==> config.mk <==
export PLATFORM = sky130hd
export DESIGN_NAME = leaf_router_fifo
export DESIGN_NICKNAME = d
export VERILOG_FILES = /design/src/rtl/leaf_router_fifo.sv
export SDC_FILE = /design/constraint.sdc
export NUM_CORES = 1
export LEC_CHECK = 0
export ABC_AREA = 0
export ABC_CLOCK_PERIOD_IN_PS = 17000
export CELL_PAD_IN_SITES_DETAIL_PLACEMENT = 0
export CELL_PAD_IN_SITES_GLOBAL_PLACEMENT = 1
export CORE_UTILIZATION = 40
export CTS_CLUSTER_DIAMETER = 200
export DETAILED_ROUTE_END_ITERATION = 10
export HOLD_SLACK_MARGIN = 0.1
export PLACE_DENSITY_LB_ADDON = 0.2
export SLEW_MARGIN = 40
export SYNTH_ARGS = -nofsm -noshare
export SYNTH_HDL_FRONTEND = slang
export SYNTH_SLANG_ARGS = --single-unit
==> constraint.sdc <==
create_clock -name clk -period 17 [get_ports clk]
set_clock_uncertainty 0.05 [all_clocks]
set_input_delay 3.4 -clock clk [delete_from_list [all_inputs] [get_ports clk]]
set_output_delay 3.4 -clock clk [all_outputs]
set_load 0.05 [all_outputs]
==> src/rtl/leaf_router_fifo.sv <==
// Leaf router for one GPU group: one GPU port and NUM_SPINES spine ports,
// each with an ingress FIFO of {dest_addr, data}. The GPU FIFO feeds the
// spine egresses by dest select bits. Local-group heads from every FIFO
// compete round-robin for the GPU egress. Remote-group spine flits are
// dropped and counted.
module leaf_router_fifo #(
  parameter int          DWIDTH     = 16,
  parameter int          FIFO_DEPTH = 8,
  parameter int          NUM_SPINES = 4,
  parameter logic [3:0]  GROUP_ID   = 4'b1000,
  parameter int          SSEL_W     = (NUM_SPINES > 1) ? $clog2(NUM_SPINES) : 1,
  parameter int          GW         = $clog2(NUM_SPINES + 1)
) (
  input  logic                         clk,
  input  logic                         reset,
  input  logic [DWIDTH-1:0]            gpu_in_data,
  input  logic                         gpu_in_valid,
  output logic                         gpu_in_ready,
  input  logic [5:0]                   gpu_dest_addr,
  output logic [DWIDTH-1:0]            gpu_out_data,
  output logic                         gpu_out_valid,
  input  logic                         gpu_out_ready,
  input  logic [NUM_SPINES*DWIDTH-1:0] spine_in_data,
  input  logic [NUM_SPINES-1:0]        spine_in_valid,
  output logic [NUM_SPINES-1:0]        spine_in_ready,
  input  logic [NUM_SPINES*6-1:0]      spine_dest_addr,
  output logic [NUM_SPINES*DWIDTH-1:0] spine_out_data,
  output logic [NUM_SPINES-1:0]        spine_out_valid,
  input  logic [NUM_SPINES-1:0]        spine_out_ready,
  output logic [NUM_SPINES-1:0]        spine_fifo_full,
  output logic [NUM_SPINES-1:0]        spine_fifo_empty,
  output logic                         gpu_fifo_full,
  output logic                         gpu_fifo_empty,
  output logic [7:0]                   drop_count,
  output logic                         crossbar_busy,
  output logic [GW-1:0]                current_grant
);

  // FIFO index NUM_SPINES is the GPU ingress; indices below are spines.
  localparam int NF      = NUM_SPINES + 1;
  localparam int GPU_IDX = NUM_SPINES;
  localparam int AW      = $clog2(FIFO_DEPTH);
  localparam int CW      = AW + 1;
  localparam int EW      = DWIDTH + 6;

  // FIFO state
  logic [EW-1:0] mem_q      [NF][FIFO_DEPTH];
  logic [AW-1:0] wr_ptr_q   [NF];
  logic [AW-1:0] wr_ptr_d   [NF];
  logic [AW-1:0] rd_ptr_q   [NF];
  logic [AW-1:0] rd_ptr_d   [NF];
  logic [CW-1:0] count_q    [NF];
  logic [CW-1:0] count_d    [NF];

  // Egress and arbiter state
  logic [DWIDTH-1:0]     gpu_out_data_q, gpu_out_data_d;
  logic                  gpu_out_valid_q, gpu_out_valid_d;
  logic [DWIDTH-1:0]     spine_out_data_q [NUM_SPINES];
  logic [DWIDTH-1:0]     spine_out_data_d [NUM_SPINES];
  logic [NUM_SPINES-1:0] spine_out_valid_q, spine_out_valid_d;
  logic [GW-1:0]         rr_q, rr_d;
  logic [GW-1:0]         current_grant_q, current_grant_d;
  logic [7:0]            drop_count_q, drop_count_d;

  // Combinational datapath
  logic [NF-1:0]         in_valid, full, empty, push, pop, head_local, req;
  logic [EW-1:0]         in_entry [NF];
  logic [EW-1:0]         head     [NF];
  logic [NUM_SPINES-1:0] drop, spine_load_ok;
  logic                  gpu_load_ok, gpu_to_spine;
  logic [SSEL_W-1:0]     gpu_sel;
  logic                  grant_valid;
  logic [GW-1:0]         grant_idx;
  logic [GW:0]           arb_sum;
  logic [GW-1:0]         arb_idx;
  logic [8:0]            drop_sum;
  logic                  spine_sel_unused;

  // Gather ingress ports into FIFO-indexed entries and derive FIFO status.
  always_comb begin
    // NOTE: every signal gets a default at the top of an always_comb so no
    // path leaves it unassigned, which would otherwise infer a latch.
    spine_sel_unused = 1'b0;
    for (int f = 0; f < NF; f++) begin
      if (f < NUM_SPINES) begin
        in_valid[f] = spine_in_valid[f];
        in_entry[f] = {spine_dest_addr[f*6 +: 6], spine_in_data[f*DWIDTH +: DWIDTH]};
      end else begin
        in_valid[f] = gpu_in_valid;
        in_entry[f] = {gpu_dest_addr, gpu_in_data};
      end
      full[f]       = (count_q[f] == CW'(FIFO_DEPTH));
      empty[f]      = (count_q[f] == '0);
      push[f]       = in_valid[f] && !full[f];
      head[f]       = mem_q[f][rd_ptr_q[f]];
      head_local[f] = (head[f][EW-1 -: 4] == GROUP_ID);
      req[f]        = !empty[f] && head_local[f];
    end
    // Spine heads never use their select bits; only the group matters.
    for (int i = 0; i < NUM_SPINES; i++) begin
      spine_sel_unused = spine_sel_unused ^ (^head[i][DWIDTH +: 2]);
    end
  end

  // Routing decisions: drops, GPU-to-spine forwarding and the egress arbiter.
  always_comb begin
    gpu_load_ok   = !gpu_out_valid_q || gpu_out_ready;
    spine_load_ok = ~spine_out_valid_q | spine_out_ready;
    for (int i = 0; i < NUM_SPINES; i++) begin
      drop[i] = !empty[i] && !head_local[i];
    end
    gpu_sel      = (NUM_SPINES == 1) ? '0 : head[GPU_IDX][DWIDTH +: SSEL_W];
    // A remote GPU head waits in place until its spine stage can load.
    gpu_to_spine = !empty[GPU_IDX] && !head_local[GPU_IDX] && spine_load_ok[gpu_sel];

    // Round-robin search starting at the pointer; first requester wins.
    grant_valid = 1'b0;
    grant_idx   = '0;
    arb_sum     = '0;
    arb_idx     = '0;
    for (int k = 0; k < NF; k++) begin
      arb_sum = {1'b0, rr_q} + (GW+1)'(k);
      if (arb_sum >= (GW+1)'(NF)) arb_sum = arb_sum - (GW+1)'(NF);
      arb_idx = arb_sum[GW-1:0];
      if (gpu_load_ok && !grant_valid && req[arb_idx]) begin
        grant_valid = 1'b1;
        grant_idx   = arb_idx;
      end
    end

    for (int f = 0; f < NUM_SPINES; f++) begin
      pop[f] = drop[f] || (grant_valid && grant_idx == GW'(f));
    end
    pop[GPU_IDX] = (grant_valid && grant_idx == GW'(GPU_IDX)) || gpu_to_spine;
  end

  // Next-state for FIFO pointers and occupancy; pointers wrap naturally.
  always_comb begin
    for (int f = 0; f < NF; f++) begin
      wr_ptr_d[f] = wr_ptr_q[f] + AW'(push[f]);
      rd_ptr_d[f] = rd_ptr_q[f] + AW'(pop[f]);
      count_d[f]  = count_q[f] + CW'(push[f]) - CW'(pop[f]);
    end
  end

  // Next-state for egress registers, arbiter pointer and drop counter.
  always_comb begin
    gpu_out_valid_d = gpu_out_valid_q;
    gpu_out_data_d  = gpu_out_data_q;
    if (gpu_load_ok) begin
      gpu_out_valid_d = grant_valid;
      if (grant_valid) gpu_out_data_d = head[grant_idx][DWIDTH-1:0];
    end
    rr_d            = rr_q;
    current_grant_d = current_grant_q;
    if (grant_valid) begin
      rr_d            = (grant_idx == GW'(GPU_IDX)) ? '0 : grant_idx + GW'(1);
      current_grant_d = grant_idx;
    end

    for (int s = 0; s < NUM_SPINES; s++) begin
      spine_out_valid_d[s] = spine_out_valid_q[s];
      spine_out_data_d[s]  = spine_out_data_q[s];
      if (spine_load_ok[s]) begin
        spine_out_valid_d[s] = gpu_to_spine && (gpu_sel == SSEL_W'(s));
        if (spine_out_valid_d[s]) spine_out_data_d[s] = head[GPU_IDX][DWIDTH-1:0];
      end
    end

    // Same-cycle drops add up before saturating at 255.
    drop_sum = {1'b0, drop_count_q};
    for (int i = 0; i < NUM_SPINES; i++) begin
      drop_sum = drop_sum + 9'(drop[i]);
    end
    drop_count_d = (drop_sum > 9'd255) ? 8'hFF : drop_sum[7:0];
  end

  // FIFO storage write port.
  always_ff @(posedge clk) begin
    // NOTE: the storage array is deliberately not reset; emptiness is
    // tracked by the counters, so stale entries are never read.
    for (int f = 0; f < NF; f++) begin
      if (push[f]) mem_q[f][wr_ptr_q[f]] <= in_entry[f];
    end
  end

  // Control and egress registers with synchronous active-low reset.
  always_ff @(posedge clk) begin
    // NOTE: sequential state uses non-blocking assignments so every flop
    // samples pre-edge values regardless of statement order.
    if (!reset) begin
      for (int f = 0; f < NF; f++) begin
        wr_ptr_q[f] <= '0;
        rd_ptr_q[f] <= '0;
        count_q[f]  <= '0;
      end
      for (int s = 0; s < NUM_SPINES; s++) spine_out_data_q[s] <= '0;
      spine_out_valid_q <= '0;
      gpu_out_valid_q   <= 1'b0;
      gpu_out_data_q    <= '0;
      rr_q              <= '0;
      current_grant_q   <= '0;
      drop_count_q      <= '0;
    end else begin
      for (int f = 0; f < NF; f++) begin
        wr_ptr_q[f] <= wr_ptr_d[f];
        rd_ptr_q[f] <= rd_ptr_d[f];
        count_q[f]  <= count_d[f];
      end
      for (int s = 0; s < NUM_SPINES; s++) spine_out_data_q[s] <= spine_out_data_d[s];
      spine_out_valid_q <= spine_out_valid_d;
      gpu_out_valid_q   <= gpu_out_valid_d;
      gpu_out_data_q    <= gpu_out_data_d;
      rr_q              <= rr_d;
      current_grant_q   <= current_grant_d;
      drop_count_q      <= drop_count_d;
    end
  end

  // Drive output ports from registered state.
  always_comb begin
    for (int s = 0; s < NUM_SPINES; s++) begin
      spine_out_data[s*DWIDTH +: DWIDTH] = spine_out_data_q[s];
    end
  end

  assign spine_out_valid  = spine_out_valid_q;
  assign gpu_out_valid    = gpu_out_valid_q;
  assign gpu_out_data     = gpu_out_data_q;
  assign spine_in_ready   = ~full[NUM_SPINES-1:0];
  assign spine_fifo_full  = full[NUM_SPINES-1:0];
  assign spine_fifo_empty = empty[NUM_SPINES-1:0];
  assign gpu_in_ready     = !full[GPU_IDX];
  assign gpu_fifo_full    = full[GPU_IDX];
  assign gpu_fifo_empty   = empty[GPU_IDX];
  assign drop_count       = drop_count_q;
  assign current_grant    = current_grant_q;
  assign crossbar_busy    = !(&empty) || gpu_out_valid_q || (|spine_out_valid_q);

endmodule

# == After elaboration in Yosys (flattened, before gate mapping) ==
# Memory sizes are Yosys's and may differ from the RTL's.
# Cells that the tools add are included.
# word_totals
n_memories,5
register_bits,35
out_inout_bits,112
in_bits,122
ram_bits,994
# classes
n_addsub,34
muxes,96
bitwise,33
eq_ne,17
n_lt_le_gt_ge,28
reduce_logical,78
# memory_table
name,words,word_bits,read_ports,rd_clocked_by_memory_dff,wr,line_no,text
mem_q,5,176,5,0,5,47,logic [EW-1:0] mem_q [NF][FIFO_DEPTH];
spine_out_data_q,4,16,4,0,4,58,logic [DWIDTH-1:0] spine_out_data_q [NUM_SPINES];
count_q,5,4,5,0,5,52,logic [CW-1:0] count_q [NF];
rd_ptr_q,5,3,5,0,5,50,logic [AW-1:0] rd_ptr_q [NF];
wr_ptr_q,5,3,5,0,5,48,logic [AW-1:0] wr_ptr_q [NF];
# ops
op,n
2-to-1 mux 176 bit,5
binary-select mux 22 bit (select 3 bit),6
demux 22 bit (select 3 bit),5
2-to-1 mux 22 bit,15
2-to-1 mux 16 bit,14
2-to-1 mux 3 bit,21
>= comparator 4 bit (second input constant),11
inverter 3 -> 4 bit,11
== test 4 bit (second input constant),10
logical AND 1 bit,39
adder 3 x 1 -> 3 bit,10
adder 9 x 1 -> 9 bit,3
zero test 1 bit,21
adder 4 x 1 -> 4 bit,5
zero test 4 bit,5
less-than comparator 3 x 4 -> 1 bit (second input constant),5
less-than comparator 4 x 1 -> 1 bit (second input constant),5
2-to-1 mux 4 bit,5
subtractor 4 x 1 -> 4 bit,5
bitwise OR 1 bit,19
2-to-1 mux 1 bit,18
>= comparator 4 x 3 -> 1 bit (second input constant),4
binary-select mux 1 bit (select 3 bit),5
subtractor 3 bit (second input constant),5
23 further kinds,34

# == Depth between registers and ports, before layout ==
# Gate-level depths: netlist of the first run.
# An unclocked memory read counts as a cell.
# logic_depth
word_depth,32
depth_mapped,27

# == Least setup slack after synthesis of the first run ==
# OpenSTA, ideal clock, no wires.
# synth_path
kind,input-to-reg
from,in gpu_out_ready
to,mem count_q[0][17] in the netlist's numbering
arrival_time_ps,6516
required_ps,16835
path_slack_ps,10319
n_path_buf,1
setup_time_ps,115
path_stages,16
path_cell_list,nand2b_1 -> buf_2 -> o31ai_2 -> a2111oi_4 -> a211oi_2 -> o21a_1 -> o22ai_2 -> ha_1 -> inv_1 -> or3_1 -> nand2_1 -> ha_1 -> inv_1 -> ha_1 -> fa_1 -> and2_1
# synth_lines
item,line_no,text
start: declaration,22,"input logic gpu_out_ready,"
end: declaration,52,

==> results.md, run 1 <==
* Dpl cells at 3694
* Most frequent CP cell: ha_1
* Leakage at 15.2 nW
* Fraction of the mapped netlist area in simple logic gates at 7.01%
* Global Route Usage Sum at 19.6%
* Mux share of post-synthesis cell area at 11.6%
* GR Layer Usage met2 at 31.1%
* Startpoint types: input port
* Clock Latency Late Sink at around 0.7 ns
* Worst slew pin tran at 0.842 ns
* F_max at 128 MHz
* Synth async-reset ratio at 0%
* RSZ-0062 raised after global routing: false
* I/O pin count at 234
* Wire per inst at 24.4 um
* FF+latch count, synth at 965
* Final setup viols at 0
* Reg2Reg Setup Slack at 10.02 ns
* Slew headroom at 43.6%
* TritonCTS Buffers at 100
* Status: finished, final reports clean
* Crit path kind: input port to flip-flop
* Pwr Total at 8.55 mW
* Synth warn at 0
* CP Max Fanout at 34
* Initial Util at between 40% and 50%
* Clock transition at the registers of the reported paths at approximately 0.060 ns
* Routed Antenna Nets at 0
* Largest net degree at the start of global routing at 82
* GRT met3 Usage at 5.00%
* GR Util met1 at 26.5%
* DRC at 0
* Gr ovfl total at 0
* Via count at 20.8k
* Tightest Hold Check Type: flip-flop to flip-flop
* Crit path arrival time at 8.30 ns
* Final min period at 7.81 ns
* Xor-xnor portion of the synthesized cell area at 0.594%
* First-pass GRT wire length at between 100 and 150 mm
* CTS Hold Buffers Added at 0
* 1st-iter DRT viols at 1646
* Core area at 95000 um^2
* TritonCTS clock tree: built
* Post-Route Setup TNS at 0 ns
* Final Max Slew Viols at 0
* Die Y at 312 um
* Post-CTS Setup Repair Bufs at 0
* Fillcell total at 8031
* Placement row count at 113
* Sequential-to-total area share from yosys stat at a little under three quarters
* Tcrit/Tclk final at 45.9%
* Syn Nets at 2438
* DIE WIDTH at 312 um
* Clk sinks at approximately 970
* H-tree levels at 3
* Initial antenna violation count at 8
* Crit. End Element: flip-flop
* Top FF cell, synth: edfxtp_1
* Layout cells sized above 1 at 18.4%
* PostCTS Resize Cnt at 0
* PortBufs at roughly 230
* Final hold violation count at 0
* Post-layout nets at 2728
* Slowest CP cell: inv_2
* First-pass iteration count of the detailed router at 7
* P&R area growth vs syn at 19.8%
* Post-synth EDFFs at 816
* Mapped cell area at around 38000 um^2
* Area fraction in compound gates after synthesis at 4.84%
* Worst-case clock buffer depth at 3
* Post-synthesis cell type count at 86
* VDD IR max at ~0.15 mV
* Syn avg cell area at ~17 um^2
* Post-synthesis cell count at 2243
* CTS root buffer: clkbuf_16
* Vias per inst at 5.35
* CP peak stage delay at between 0.5 and 0.6 ns
* Pwr dens at 186 nW/um^2
* Adder-Cell Fraction of Synth Area at under 10%
* Worst Path Required at roughly 17 ns
* Max Cap Viol at 0
* Vias in the first global route at 21.2k
* Post-DP HPWL at 62.2 mm
* Main combinational cell family by area after synthesis: multiplexers
* DIE AREA at 97100 um^2
* Worst path cell trace: clkdlybuf4s50_1 -> nand2b_1 -> o31ai_2 -> a2111oi_4 -> mux2_1 -> o221ai_2 -> buf_4 -> nand2_2 -> inv_2 -> ha_1 -> ha_1 -> a21o_1 -> ha_1 -> inv_1 -> ha_1 -> a21o_1 -> a21oi_1 -> xnor2_1 -> nor2_1
* Layout Cells excl Fill at 3885
* Gp weighted congestion at ~0.84
* WL final at approximately 95 mm
* GRT busiest layer: met2
cell usage in the layout, fill, tap and decap left out, types with 34 or more instances in the layout:
cell type,count
clkdlybuf4s50_1,224
mux2i_1,38
clkbuf_16,100
nand2_1,182
a311oi_1,48
mux4_2,164
edfxtp_1,816
buf_4,58
and2_1,34
inv_1,59
nor2_1,148
ha_1,64
dfxtp_1,143
layout make-up:
| class | count | area (um^2) | area share (%) |
|---|---|---|---|
| Clock buffer | 129 | 2670 | 5.81 |
| Timing Repair Buffer | 293 | 2880 | 6.27 |
| Multi-Input combinational cell | 1110 | 10300 | 22.5 |
| Antenna cell | 1 | 2.50 | 0.00545 |
| Tap cell | 1265 | 1580 | 3.45 |
| Inverter | 63 | 239 | 0.520 |
| Sequential cell | 965 | 27500 | 59.9 |
| Clock inverter | 59 | 751 | 1.63 |
power by group:
| group | leakage [nW] | total (mW) | switching (mW) | internal (mW) |
|---|---|---|---|---|
| clock | 1.67 | 2.25 | 0.927 | 1.32 |
| combinational | 4.89 | 3.33 | 2.12 | 1.21 |
| sequential | 8.63 | 2.98 | 0.145 | 2.83 |
| total | 15.2 | 8.55 | 3.20 | 5.36 |
stage by stage:
stage                     cell area, um^2  hold WS (ns)  setup slack, ns  util [%]
after floorplan                     38400         0.490            10.32         -
after global placement              42300         0.397             8.57      44.5
after detailed placement            42500         0.413             8.52      44.7
after CTS                           45900         0.422             9.27      48.3
after global routing                45900         0.461             8.94      48.3
final                               45900         0.422             9.19      48.3
cells in the mapped netlist (24+ instances only):
cell,n,area share (%)
edfxtp_1,816,64
nand2_1,182,1.8
mux4_2,164,9.6
nor2_1,157,1.5
dfxtp_1,149,7.8
ha_1,64,2.1
clkbuf_1,60,0.59
inv_1,60,0.59
a311oi_1,48,1.1
mux2i_1,39,1.0
and2_1,34,0.55
mux2_2,30,0.88
nor4b_1,29,0.66
nand3_1,27,0.35
buf_1,26,0.25
a21oi_1,24,0.31
o211ai_1,24,0.47
state kept, by name, indices dropped and copies added (netlist names), 4 cells and up:
register / cells
spine_out_data_q: 64
spine_out_valid: 4
gpu_out_data: 16
count_q: 20
drop_count: 8
wr_ptr_q: 15
rd_ptr_q: 15
mem_q: 816
worst paths after layout:
path	start	to	depth (start not counted)
hold / removal	current_grant[1]$_SDFFE_PN0P_	current_grant[1]$_SDFFE_PN0P_	2
hold reg to reg	current_grant[1]$_SDFFE_PN0P_	current_grant[1]$_SDFFE_PN0P_	2
setup reg to reg	rr_q[0]$_SDFFE_PN0P_	count_q[0][15]$_SDFF_PN0_	23
setup / recovery	gpu_out_ready	count_q[0][15]$_SDFF_PN0_	19
layer usage:
metal  share of wire, %  wire length (um)
met4                2.4              2300
met1                 44             41600
met3                6.6              6230
met5              0.064                61
met2                 47             44600
cells by family after synthesis:
family / after synthesis
DFF: 965
and+or+nand+nor: 547
muxes: 234
AOI/OAI and AO/OA: 230
buffers and inverters: 168
adders and majority gates: 73
xor gates and xnor gates: 26
critical path: cells and delay by family:
kind / cells / cell delay [ns]
AOI/OAI and AO/OA: 6 / 1.34
muxes: 1 / 0.42
xor gates and xnor gates: 1 / 0.14
buffers and inverters: 4 / 1.52
and+or+nand+nor: 3 / 0.54
adders and majority gates: 4 / 0.91
(Power assumes the default switching activity.)
==> run 2: changes to the inputs <==
- ABC_CLOCK_PERIOD_IN_PS: 17000 -> 7870
- clock period: 17 -> 7.87 ns (I/O delays scaled with it)
==> run 2 against run 1 <==
Effect of this change:
- die area unchanged
- core utilization down 0.22 points
- routed wire length down 0.81%
- clock-buffer cell count down 3
- via count about the same
- register-to-register slack worse by 8.6 ns
- largest cell class unchanged
- flip-flop and latch count unchanged
- global-route usage down 0.17 points
- final cell count down 0.13%
==> results.md, run 2 (synthesized netlist as in run 1, its figures left out) <==
* Crit path arrival time at 7.00 ns (-1.30 ns)
* Hold EP: current_grant[2]$_SDFFE_PN0P_
* I/O pin count at 234 (unchanged)
* Startpoint types: flip-flop
* Final hold violation count at 0 (unchanged)
* Tightest Hold Check Type: flip-flop to flip-flop
* TritonCTS Buffers at 100 (unchanged)
* CP Max Fanout at 23 (-32%)
* RSZ-0062 raised after global routing: false
* Hold_sp: current_grant[2]$_SDFFE_PN0P_
* Most frequent cells in the layout: edfxtp_1, clkdlybuf4s50_1, nand2_1
* Post-Route Setup TNS at 0 ns (unchanged)
* Commonest non-fill, non-tap cell in the layout: edfxtp_1
* Slew headroom at 43.6% (-0.070 points)
* 1st-iter DRT viols at 1638 (-0.49%)
* Final Max Slew Viols at 0 (unchanged)
* Post-DP Area at 42400 um^2 (-0.23%)
* Clock power share at 25.4% (-0.8 points)
* Fillcell total at 8029 (-0.025%)
* DRC at 0 (unchanged)
* Final instance area at 45700 um^2 (-0.45%)
* Pwr dens at 400 nW/um^2 (+110%)
* Via count at 20.8k (-0.077%)
* Clk sinks at 965 (unchanged)
* Worst path cell trace: inv_1 -> ha_1 -> ha_1 -> a211oi_1 -> o21a_1 -> or2_1 -> mux2_2 -> o311a_1 -> nor2b_1 -> nand2_1 -> o22ai_2 -> ha_1 -> inv_1 -> or3_1 -> nand2_1 -> ha_1 -> inv_1 -> ha_1 -> fa_1 -> and2_1
* Core area at 95000 um^2 (unchanged)
* Post-layout nets at 2727 (-0.037%)
* PortBufs at 225 (unchanged)
* Hold path cells at 2 (unchanged)
* Worst-case clock buffer depth at 3 (unchanged)
* Leakage at 15.1 nW (-0.71%)
* Gr ovfl total at 0 (unchanged)
* Global Route Usage Sum at 19.4% (-0.17 points)
* First-pass GRT wire length at 139 mm (-0.49%)
* WL final at 94.1 mm (-0.81%)
* CP peak stage delay at 0.82 ns (+0.28 ns)
* Worst Path Required at 8.37 ns (-9.12 ns)
* DIE AREA at 97100 um^2 (unchanged)
* Crit path kind: flip-flop to flip-flop
* CTS root buffer: clkbuf_16
* Worst setup slack after layout at 1.37 ns (-7.82 ns)
* Reg-to-reg startpoint: rr_q[0]$_SDFFE_PN0P_
* P&R area growth vs syn at 19.2%
* Post-CTS Setup Repair Bufs at 0 (unchanged)
* Routed Antenna Nets at 0 (unchanged)
* H-tree levels at 3 (unchanged)
* Die Y at 312 um (unchanged)
* VDD IR max at 0.326 mV (+120%)
* Final setup viols at 0 (unchanged)
* P_int at 11.4 mW (+110%)
* Max Cap Viol at 0 (unchanged)
* Crit. End Element: flip-flop
* Reg2Reg Setup Slack at 1.37 ns (-8.65 ns)
* CTS Hold Buffers Added at 0 (unchanged)
* Vias per inst at 5.35 (about the same)
* Largest register FFs at 816 (unchanged)
* Initial Util at 40.4% (unchanged)
* Multi-input logic area at 10300 um^2 (about the same)
* Layout cells sized above 1 at 17.9% (-0.46 points)
* Worst slew pin tran at 0.843 ns (+0.00105 ns)
* Largest net degree at the start of global routing at 89 (+8.5%)
* Slowest CP cell: dfxtp_1
* First-pass iteration count of the detailed router at 5 (-2)
* Sequential Power Share at 35.3% (+0.5 points)
* Final min period at 6.50 ns
* Net Sw Frac at 37.4% (about the same)
* Pre-CTS setup slack at 1.47 ns (-7.06 ns)
* Wire per inst at 24.3 um (-0.69%)
* DIE WIDTH at 312 um (unchanged)
* Status: finished, final reports clean
* Initial antenna violation count at 7 (-1)
* Gp weighted congestion at 0.824 (-1.4%)
* Final core utilization at 48.1% (-0.22 points)
* Reg area at 27500 um^2 (unchanged)
* Vias in the first global route at 20.9k (-1.3%)
* Most frequent CP cell: ha_1
* TritonCTS clock tree: built
* Switch Pwr at 6.84 mW (+110%)
* PostCTS Resize Cnt at 0 (unchanged)
* Post-DP HPWL at 62.0 mm (-0.31%)
* Tcrit/Tclk final at 82.6%
* Worst r2r dst: count_q[0][17]$_SDFF_PN0_
* FF-to-FF path depth at 20 (-13%)
* F_max at 154 MHz
* Comb power frac at 39.3% (+0.3 points)
* Clock Latency Late Sink at 0.67 ns (-0.03 ns)
* Placement row count at 113 (unchanged)
* Clock transition at the registers of the reported paths at 0.06 ns (about the same)
-- run 2: metal layers --
layer,part of all wire [%],track usage (%)
met4,1.9,5.09
met3,6.5,4.88
met2,47,30.7
met1,44,26.8
met5,0.053,0
-- run 2: area by class of cell --
cell class,instances,area share [%]
clock inverter,58,1.22
tap,1265,3.46
antenna,1,0.00547
multi-input combinational,1110,22.5
inverter,63,0.523
sequential,965,60.1
clock buffer,126,5.90
timing repair buffer,292,6.21
-- run 2: worst max-delay path by stage --
stage / end / slack [ns] / from / cells past startpoint
2_1_floorplan: count_q[0][14]$_SDFF_PN0_ / 2.39 / rr_q[0]$_SDFFE_PN0P_ / 26
3_3_place_gp: count_q[0][14]$_SDFF_PN0_ / 1.55 / rr_q[0]$_SDFFE_PN0P_ / 22
3_5_place_dp: count_q[0][17]$_SDFF_PN0_ / 1.47 / rr_q[0]$_SDFFE_PN0P_ / 20
4_1_cts: count_q[0][17]$_SDFF_PN0_ / 1.44 / rr_q[0]$_SDFFE_PN0P_ / 20
5_1_grt: count_q[0][14]$_SDFF_PN0_ / 0.88 / rr_q[0]$_SDFFE_PN0P_ / 21
6_report: count_q[0][17]$_SDFF_PN0_ / 1.37 / rr_q[0]$_SDFFE_PN0P_ / 20
-- run 2: stage by stage --
step / hold WS [ns] / power, mW / cells
after floorplan: 0.490 / 11.4 / 2243
after global placement: 0.408 / 13.7 / 3689
after detailed placement: 0.404 / 13.8 / 3691
after CTS: 0.411 / 18.5 / 3875
after global routing: 0.438 / 19.2 / 3879
final: 0.409 / 18.3 / 3880
-- run 2: power by group through the flow --
stage	combinational, mW	clock, mW	sequential [mW]
final	7.18	4.65	6.46
after detailed placement	7.20	0	6.57
after global routing	7.77	4.96	6.52
after floorplan	4.32	0	7.05
after global placement	7.12	0	6.55
after CTS	7.23	4.77	6.47
-- run 2: critical path: cells and delay by family, from the launching register on --
kind	cells	cell delay, ns
adders and majority gates	6	1.83
AOI/OAI and AO/OA	4	1.38
and+or+nand+nor	6	1.37
DFF	1	0.82
buffers and inverters	3	0.57
muxes	1	0.34
